==> config.mk <==
export PLATFORM = sky130hd
export DESIGN_NAME = imem_fetch_arbiter
export DESIGN_NICKNAME = d
export VERILOG_FILES = /design/src/rtl/imem_pkg.sv /design/src/rtl/imem_rr_arb.sv /design/src/rtl/imem_fetch_arbiter.sv
export SDC_FILE = /design/constraint.sdc
export NUM_CORES = 1
export LEC_CHECK = 0
export ABC_CLOCK_PERIOD_IN_PS = 4500
export CAP_MARGIN = 20
export CORE_ASPECT_RATIO = 0.7
export CORE_MARGIN = 1.5
export CORE_UTILIZATION = 30
export DETAILED_ROUTE_END_ITERATION = 10
export GPL_ROUTABILITY_DRIVEN = 0
export GPL_TIMING_DRIVEN = 0
export SYNTH_ARGS = -nofsm -noshare
export SYNTH_HDL_FRONTEND = slang
export SYNTH_HIERARCHICAL = 1
export SYNTH_SLANG_ARGS = --single-unit
==> constraint.sdc <==
create_clock -name clk -period 4.5 [get_ports clk]
set_input_delay 1.35 -clock clk [delete_from_list [all_inputs] [get_ports clk]]
set_output_delay 1.35 -clock clk [all_outputs]
set_load 0.05 [all_outputs]
==> src/rtl/imem_pkg.sv <==
// Shared sizing and FSM encoding for the instruction-memory fetch arbiter.
// Latency: n/a (package only).
// Backpressure: n/a (package only).
package imem_pkg;

  localparam int WORD_LEN = 16;
  localparam int CELL_W   = 4;
  localparam int MEM_SIZE = 64;
  localparam int ADDR_W   = $clog2(MEM_SIZE);
  localparam int BEATS    = WORD_LEN / CELL_W;

  typedef enum logic [1:0] {
    IDLE  = 2'd0,
    FETCH = 2'd1,
    LOAD  = 2'd2
  } state_t;

endpackage

==> src/rtl/imem_rr_arb.sv <==
// Two-way round-robin arbiter between the fetch port and the loader port.
// Latency: combinational grant; last-grant flag updates on the granting edge.
// Backpressure: grants only while i_en is high; a losing request simply waits.
module imem_rr_arb (
  input  logic clk,
  input  logic rst,
  input  logic i_en,
  input  logic i_req_fetch,
  input  logic i_req_load,
  output logic o_gnt_fetch,
  output logic o_gnt_load
);

  // 1 when the fetch side received the most recent grant
  logic r_last_fetch;

  // Grant the lone requester; on contention grant the side that did not win last
  always_comb begin
    o_gnt_fetch = 1'b0;
    o_gnt_load  = 1'b0;
    if (i_en) begin
      if (i_req_fetch && i_req_load) begin
        o_gnt_fetch = !r_last_fetch;
        o_gnt_load  = r_last_fetch;
      end else begin
        o_gnt_fetch = i_req_fetch;
        o_gnt_load  = i_req_load;
      end
    end
  end

  // Remember the last winner; reset pretends fetch won so the loader goes first
  always_ff @(posedge clk or negedge rst) begin
    if (!rst) begin
      r_last_fetch <= 1'b1;
    end else if (o_gnt_fetch) begin
      r_last_fetch <= 1'b1;
    end else if (o_gnt_load) begin
      r_last_fetch <= 1'b0;
    end
  end

endmodule

==> src/rtl/imem_fetch_arbiter.sv <==
// Arbitrates a multi-beat instruction fetch and single-cell loader writes onto one memory port.
// Latency: fetch accepted at edge N returns fetch_valid in cycle N+5; load writes in cycle N+1.
// Backpressure: requests are levels; fetch_ready / load_ack mark acceptance, losers keep waiting.
module imem_fetch_arbiter #(
  parameter int  WORD_LEN = imem_pkg::WORD_LEN,
  parameter int  CELL_W   = imem_pkg::CELL_W,
  parameter int  MEM_SIZE = imem_pkg::MEM_SIZE,
  localparam int ADDR_W   = $clog2(MEM_SIZE)
) (
  input  logic                clk,
  input  logic                rst,
  input  logic                fetch_req,
  input  logic [WORD_LEN-1:0] fetch_addr,
  output logic                fetch_ready,
  output logic                fetch_valid,
  output logic [WORD_LEN-1:0] fetch_instr,
  input  logic                load_req,
  input  logic [ADDR_W-1:0]   load_addr,
  input  logic [CELL_W-1:0]   load_data,
  output logic                load_ack,
  output logic [ADDR_W-1:0]   mem_addr,
  output logic                mem_we,
  output logic [CELL_W-1:0]   mem_wdata,
  input  logic [CELL_W-1:0]   mem_rdata,
  output logic                busy
);
  import imem_pkg::*;

  localparam int N_BEATS = WORD_LEN / CELL_W;
  localparam int BEAT_W  = (N_BEATS > 1) ? $clog2(N_BEATS) : 1;
  localparam logic [ADDR_W:0] MEM_SIZE_W = (ADDR_W + 1)'(MEM_SIZE);

  state_t                     r_state;
  state_t                     w_state_nxt;
  logic [ADDR_W-1:0]          r_base;
  logic [BEAT_W-1:0]          r_beat;
  logic [ADDR_W-1:0]          r_load_addr;
  logic [CELL_W-1:0]          r_load_data;
  logic [WORD_LEN-CELL_W-1:0] r_partial;
  logic [WORD_LEN-1:0]        r_instr;
  logic                       r_valid;
  logic                       w_idle;
  logic                       w_gnt_fetch;
  logic                       w_gnt_load;
  logic                       w_last_beat;
  logic [ADDR_W:0]            w_addr_sum;
  logic [ADDR_W-1:0]          w_beat_addr;
  logic                       w_unused_addr_hi;

  // Upper fetch address bits carry no meaning for this memory
  assign w_unused_addr_hi = ^fetch_addr[WORD_LEN-1:ADDR_W];

  assign w_idle      = (r_state == IDLE);
  assign w_last_beat = (r_beat == BEAT_W'(N_BEATS - 1));
  // base + beat, wrapped modulo MEM_SIZE so non-power-of-two sizes also wrap to 0
  assign w_addr_sum  = {1'b0, r_base} + (ADDR_W + 1)'(r_beat);
  assign w_beat_addr = ADDR_W'((w_addr_sum >= MEM_SIZE_W) ? (w_addr_sum - MEM_SIZE_W) : w_addr_sum);

  assign fetch_ready = w_gnt_fetch;
  assign fetch_valid = r_valid;
  assign fetch_instr = r_instr;
  assign load_ack    = (r_state == LOAD);
  assign busy        = !w_idle;

  imem_rr_arb u_arb (
    .clk         (clk),
    .rst         (rst),
    .i_en        (w_idle),
    .i_req_fetch (fetch_req),
    .i_req_load  (load_req),
    .o_gnt_fetch (w_gnt_fetch),
    .o_gnt_load  (w_gnt_load)
  );

  // Next-state and memory-port drive; memory port is parked at 0 outside FETCH/LOAD
  always_comb begin
    w_state_nxt = r_state;
    mem_addr    = '0;
    mem_we      = 1'b0;
    mem_wdata   = '0;
    case (r_state)
      IDLE: begin
        if (w_gnt_fetch) begin
          w_state_nxt = FETCH;
        end else if (w_gnt_load) begin
          w_state_nxt = LOAD;
        end
      end
      FETCH: begin
        mem_addr = w_beat_addr;
        if (w_last_beat) begin
          w_state_nxt = IDLE;
        end
      end
      LOAD: begin
        mem_addr    = r_load_addr;
        mem_we      = 1'b1;
        mem_wdata   = r_load_data;
        w_state_nxt = IDLE;
      end
      default: w_state_nxt = IDLE;
    endcase
  end

  // State, request capture, and beat assembly; instr only updates once all beats are in
  always_ff @(posedge clk or negedge rst) begin
    if (!rst) begin
      r_state     <= IDLE;
      r_base      <= '0;
      r_beat      <= '0;
      r_load_addr <= '0;
      r_load_data <= '0;
      r_partial   <= '0;
      r_instr     <= '0;
      r_valid     <= 1'b0;
    end else begin
      r_state <= w_state_nxt;
      r_valid <= 1'b0;
      if (w_gnt_fetch) begin
        r_base <= fetch_addr[ADDR_W-1:0];
        r_beat <= '0;
      end
      if (w_gnt_load) begin
        r_load_addr <= load_addr;
        r_load_data <= load_data;
      end
      if (r_state == FETCH) begin
        r_beat <= r_beat + 1'b1;
        if (w_last_beat) begin
          r_instr <= {r_partial, mem_rdata};
          r_valid <= 1'b1;
        end else begin
          r_partial <= {r_partial[WORD_LEN-2*CELL_W-1:0], mem_rdata};
        end
      end
    end
  end

endmodule

==> flow_summary.yaml, run 1 <==
status:
  status: "finished, final reports clean"
route:
  postRouteAntennaNets: 0
  drt-initial-drc-count: 48
  drc: 0
  firstDrtPassIters: 4
  met2_length_um: 1940
  dr_total_vias: 1590
  drt_wl_total_um: 4640
  wl_per_cell_um: 13.4
  wl_met1_um: 2480
  routed_via_density: 4.58
  highest_layer: "met4"
  dr_wl_met3_um: 194
global_route:
  grt_pass1_vias: 1587
  grt_use_total_pct: 12.8
  grt-ovfl-total: 0
  antenna_found_initial: 0
  grt_max_degree: 27
  grt_first_pass_wirelength_um: 7760
critical_path:
  required_ns: 3.15
  r2r-start: "r_state[0]"
  end_kind: "output pin"
  criticalPathCategory: "primary input to output pin"
  critPathArrivalTime_ns: 2.72
  crit_fanout: 4
  cp-start-kind: "primary input"
  crit_start: "fetch_req"
clock_tree:
  h-tree-depth: 2
  cts_setup_buffers: 0
  cts_buffers: 5
  cts.hold.buffers_added: 0
  clk_pin_slew_worst_paths_ns: 0.09
  cts_root_buf: "clkbuf_8"
  cts.sinks: 50
  cts_resized: 0
  cts_tree: "yes"
  clock_latency_ns: 0.30
  cts_buffer_depth: 2
placement:
  hpwl_um: 3350
  placed_area_sq_um: 2870
  io_buffers: 54
  dp_cells: 339
layout:
  layout.nets: 293
  syn2layout_area_growth_pct: 35.6
  drive_above_1_share_pct: 20.2
  antenna_cells: 0
  fillers: 666
  final_cells: 347
  finalInstanceArea_sq_um: 2990
worst_hold_path:
  min_from: "r_partial[8]"
  min_path_type: "register to register"
floorplanning:
  dieArea_sq_um: 7870
  die_w_um: 105
  num_rows: 25
  die-height_um: 74.7
  start_util_pct: 31.8
  core_area_sq_um: 6910
  ios: 65
logic_synthesis:
  yosys_warnings: 6
  mappedNetlistArea_sq_um: 2200
  yosysTopAreaCellShare_pct: 55.7
  synth.avg_cell_area_sq_um: 11.6
  yosysUniqueCellTypes: 31
  synth_fp_nets: 231
  yosysTopAreaCell: "dfrtp_1"
  yosys-top-cells-area: "dfrtp_1 56%, mux2_2 16%, nand2_1 7.5%"
  synth-seq-cells: 50
  synthCells: 190
  ys_seq_area_share_pct: 56.9
sta:
  max_freq_mhz: 246
  worst_pin_slew_ns: 0.594
  slew_violations: 0
  rsz0062_at_grt: "false"
  setup_violations: 0
  hold_viol: 0
  skew_ns: 0.00537
  fin_crit_sh_pct: 90.5
  tns_ns: 0
  min_period_ns: 4.07
  slew_headroom_pct: 60.4
power:
  p_leak_nw: 1.37
  ir_drop_v: 0.000208
  power_density_nw_per_um2: 699
  total_power_mw: 2.09
run:
  max-cap-violations: 0
## cell type report
cell class | count | area, sq um | share of cell area (%)
buffer | 9 | 47.5 | 1.59
clock buffer | 5 | 68.8 | 2.31
clock inverter | 3 | 40.0 | 1.34
inverter | 9 | 33.8 | 1.13
multi-input combinational | 122 | 867 | 29.0
sequential | 50 | 1250 | 42.0
tap | 94 | 118 | 3.94
timing repair buffer | 55 | 558 | 18.7
## through the flow
stage	hold WS [ns]	util, %	worst slack, ns
after floorplan	0.442	-	0.734
after global placement	0.458	41.4	0.0404
after detailed placement	0.469	41.6	0.0208
after CTS	0.493	43.1	0.0124
after global routing	0.517	43.2	0.321
final	0.485	43.2	0.427
## final timing paths
kind	slack [ns]	endpoint	cells after the start
setup / recovery	0.43	fetch_ready	4
setup reg to reg	2.56	r_base[3]	6
hold reg to reg	0.48	r_partial[8]	2
hold / removal	0.48	r_partial[8]	2
max in group asynchronous	2.84	u_arb/r_last_fetch	2
min in group asynchronous	1.04	r_load_addr[3]	1
## cells by family (layout without fill, tap and decap cells)
kind of cell,Yosys count,count (layout),synth area share (%)
mux,31,31,15.9
flops,50,50,56.9
buf+inv,18,81,3.69
simple gates,65,65,13.2
compound gates,17,17,5.17
xor+xnor,2,2,0.796
fa+ha+maj,7,7,4.32
## worst max-delay path, cell delays in order
cell	delay (ns)
clkdlybuf4s50_1	0.49
nand2_1	0.09
a21oi_1	0.30
dlymetal6s2s_1	0.48
## layout by cell type, fill, tap and decap left out, types with 2 or more instances in the layout
cell / instances
a21oi_1: 3
inv_1: 9
clkdlybuf4s50_1: 52
nand3_1: 6
a21boi_0: 2
buf_4: 2
buf_2: 5
nand2b_1: 2
clkbuf_1: 2
dfrtp_1: 49
o21ai_0: 5
o2111ai_1: 2
a22oi_1: 2
ha_1: 6
nand2_1: 44
nor2b_1: 2
and2_1: 4
or4_1: 2
mux2_2: 31
clkbuf_8: 5
clkinv_2: 2
## Yosys cell counts
cell type,n
nor2b_1,2
inv_1,9
nand2_2,1
a21boi_0,2
buf_4,2
nand3b_1,1
ha_1,6
buf_2,4
a32o_1,1
nand3_1,6
o31ai_1,1
a22oi_1,2
a21oi_2,1
and3_1,1
nand2b_1,2
nor2_1,1
or4_1,2
xnor2_1,1
clkbuf_2,1
fa_1,1
and2b_1,1
o21ai_0,5
mux2_2,31
dfrtp_1,49
o2111ai_1,2
xor2_1,1
nand2_1,44
dfstp_2,1
a21oi_1,3
and2_1,4
clkbuf_1,2
## sequential cells by signal, indices dropped and copies added (netlist names)
| name | flops |
|---|---|
| r_load_data | 4 |
| fetch_instr | 16 |
| r_state | 2 |
| r_partial | 12 |
| r_base | 6 |
| r_beat | 2 |
| fetch_valid | 1 |
| u_arb/r_last_fetch | 1 |
| r_load_addr | 6 |
## routing by layer
metal	global-route usage (%)	vias to the layer above
met2	19.8	32
li1	-	756
met4	3.20	0
met3	3.81	2
met1	17.9	800
met5	0	-
## power breakdown
part | switching (mW) | internal, mW
sequential | 0.117 | 0.644
combinational | 0.607 | 0.402
clock | 0.152 | 0.164
total | 0.876 | 1.21
No activity file was read; power rests on OpenSTA's default activity.
==> inputs of run 2 (changes only) <==
CTS_BUF_LIST = sky130_fd_sc_hd__clkbuf_2   (was not set)
==> flow_summary.yaml, run 2 (same netlist as run 1, synthesis figures left out) <==
status:
  status: "finished, final reports clean"
layout:
  antenna_cells: 0
  fillers: 670
  syn2layout_area_growth_pct: 33.7
  largest_reg_flops: 16
  finalInstanceArea_sq_um: 2940
  final_cell_mix: "52 x clkdlybuf4s50_1, 49 x dfrtp_1, 44 x nand2_1"
  fin_util_pct: 42.6
  final_cells: 347
  layout_commonest_cell: "clkdlybuf4s50_1"
  layout.nets: 293
  multi_input_area_sq_um: 867
  seqCellArea_sq_um: 1250
  drive_above_1_share_pct: 20.2
floorplanning:
  die-height_um: 74.7
  ios: 65
  core_area_sq_um: 6910
  die_w_um: 105
  num_rows: 25
  dieArea_sq_um: 7870
  start_util_pct: 31.8
sta:
  rsz0062_at_grt: "false"
  skew_ns: 0.0150
  slew_headroom_pct: 60.5
  hold_viol: 0
  setup_violations: 0
  fin_crit_sh_pct: 92.6
  min_period_ns: 4.17
  tns_ns: 0
  worst_pin_slew_ns: 0.593
  max_freq_mhz: 240
  slew_violations: 0
clock_tree:
  cts_buffers: 5
  clk_pin_slew_worst_paths_ns: 0.25
  cts_root_buf: "clkbuf_2"
  cts_buffer_depth: 2
  cts_setup_buffers: 0
  cts.sinks: 50
  h-tree-depth: 2
  cts.hold.buffers_added: 0
  clock_latency_ns: 0.41
  cts_tree: "yes"
  cts_resized: 0
power:
  p_leak_nw: 1.35
  power_density_nw_per_um2: 680
  ir_drop_v: 0.000202
route:
  dr_total_vias: 1591
  drt-initial-drc-count: 51
  drt_wl_total_um: 4560
  firstDrtPassIters: 4
  postRouteAntennaNets: 0
  drc: 0
  routed_via_density: 4.59
  wl_per_cell_um: 13.1
global_route:
  grt_pass1_vias: 1551
  antenna_found_initial: 0
  grt_max_degree: 27
  grt-ovfl-total: 0
  grt_use_total_pct: 12.7
  grt_first_pass_wirelength_um: 7670
critical_path:
  critPathArrivalTime_ns: 2.82
  criticalPathCategory: "register to output pin"
  rrSetupSlack_ns: 2.56
  crit_start: "r_state[0]"
  r2r_cells: 6
  r2r-start: "r_state[0]"
  endpoint: "mem_addr[3]"
  cp-start-kind: "register"
  critPathBufInv: 3
  cp_top_family: "buffers and inverters"
  path_cells: "inv_1 -> ha_1 -> clkbuf_2 -> nand2_1 -> or4_1 -> nand3_1 -> clkdlybuf4s50_1"
  reg2reg_to: "r_base[3]"
  crit_fanout: 9
  crit_cells: 7
  slowest_delay_ns: 0.80
  end_kind: "output pin"
  cp_slowest_cell: "clkdlybuf4s50_1"
  required_ns: 3.15
placement:
  io_buffers: 54
  hpwl_um: 3350
  dp_cells: 339
  placed_area_sq_um: 2870
worst_hold_path:
  min_path_type: "register to register"
run:
  max-cap-violations: 0
==> run 2: cell types whose count changed in the layout (fill, tap and decap cells not counted) <==
cell,delta
clkbuf_8,-5
clkbuf_2,+5
==> run 2: cell type report <==
| class | count | area share, % |
|---|---|---|
| buffer | 9 | 1.62 |
| clock buffer | 5 | 0.851 |
| clock inverter | 3 | 1.36 |
| inverter | 9 | 1.15 |
| multi-input combinational | 122 | 29.5 |
| sequential | 50 | 42.6 |
| tap | 94 | 4.00 |
| timing repair buffer | 55 | 19.0 |
==> run 2: stage by stage <==
stage               total power [mW]  setup slack (ns)  hold slack, ns
floorplan                       1.46             0.734           0.442
global placement                1.76            0.0404           0.458
detailed placement              1.79            0.0208           0.469
CTS                             2.03            0.0130           0.524
global route                    2.15             0.129           0.547
finish                          2.00             0.331           0.514
==> run 2: metal layers <==
metal / vias to the layer above / wire length [um] / track usage [%]
li1: 757 / - / -
met1: 796 / 2400 / 18.0
met2: 36 / 1930 / 19.0
met3: 2 / 213 / 3.81
met4: 0 / 19 / 3.65
met5: - / 0 / 0
==> run 2: worst register-to-register path, delay by kind of cell (launching register included) <==
family	cells	cell delay, ns
adders and majority gates	1	0.25
muxes	1	0.35
DFF	1	0.45
buffers and inverters	2	0.39
and+or+nand+nor	1	0.12
AOI/OAI and AO/OA	1	0.30
==> run 2: worst min-delay path by stage <==
stage	startpoint	to	slack, ns	depth (start not counted)
floorplan	r_partial[10]	r_partial[10]	0.44	2
global placement	r_partial[9]	r_partial[9]	0.46	2
detailed placement	r_partial[10]	r_partial[10]	0.47	2
CTS	u_arb/r_last_fetch	u_arb/r_last_fetch	0.52	2
global route	u_arb/r_last_fetch	u_arb/r_last_fetch	0.55	2
finish	r_partial[8]	r_partial[8]	0.51	2
==> run 2: report_power, final <==
| part | internal (mW) | total (mW) | switching (mW) |
|---|---|---|---|
| combinational | 0.401 | 1.01 | 0.605 |
| sequential | 0.642 | 0.758 | 0.116 |
| clock | 0.0923 | 0.234 | 0.142 |
| total | 1.14 | 2.00 | 0.864 |
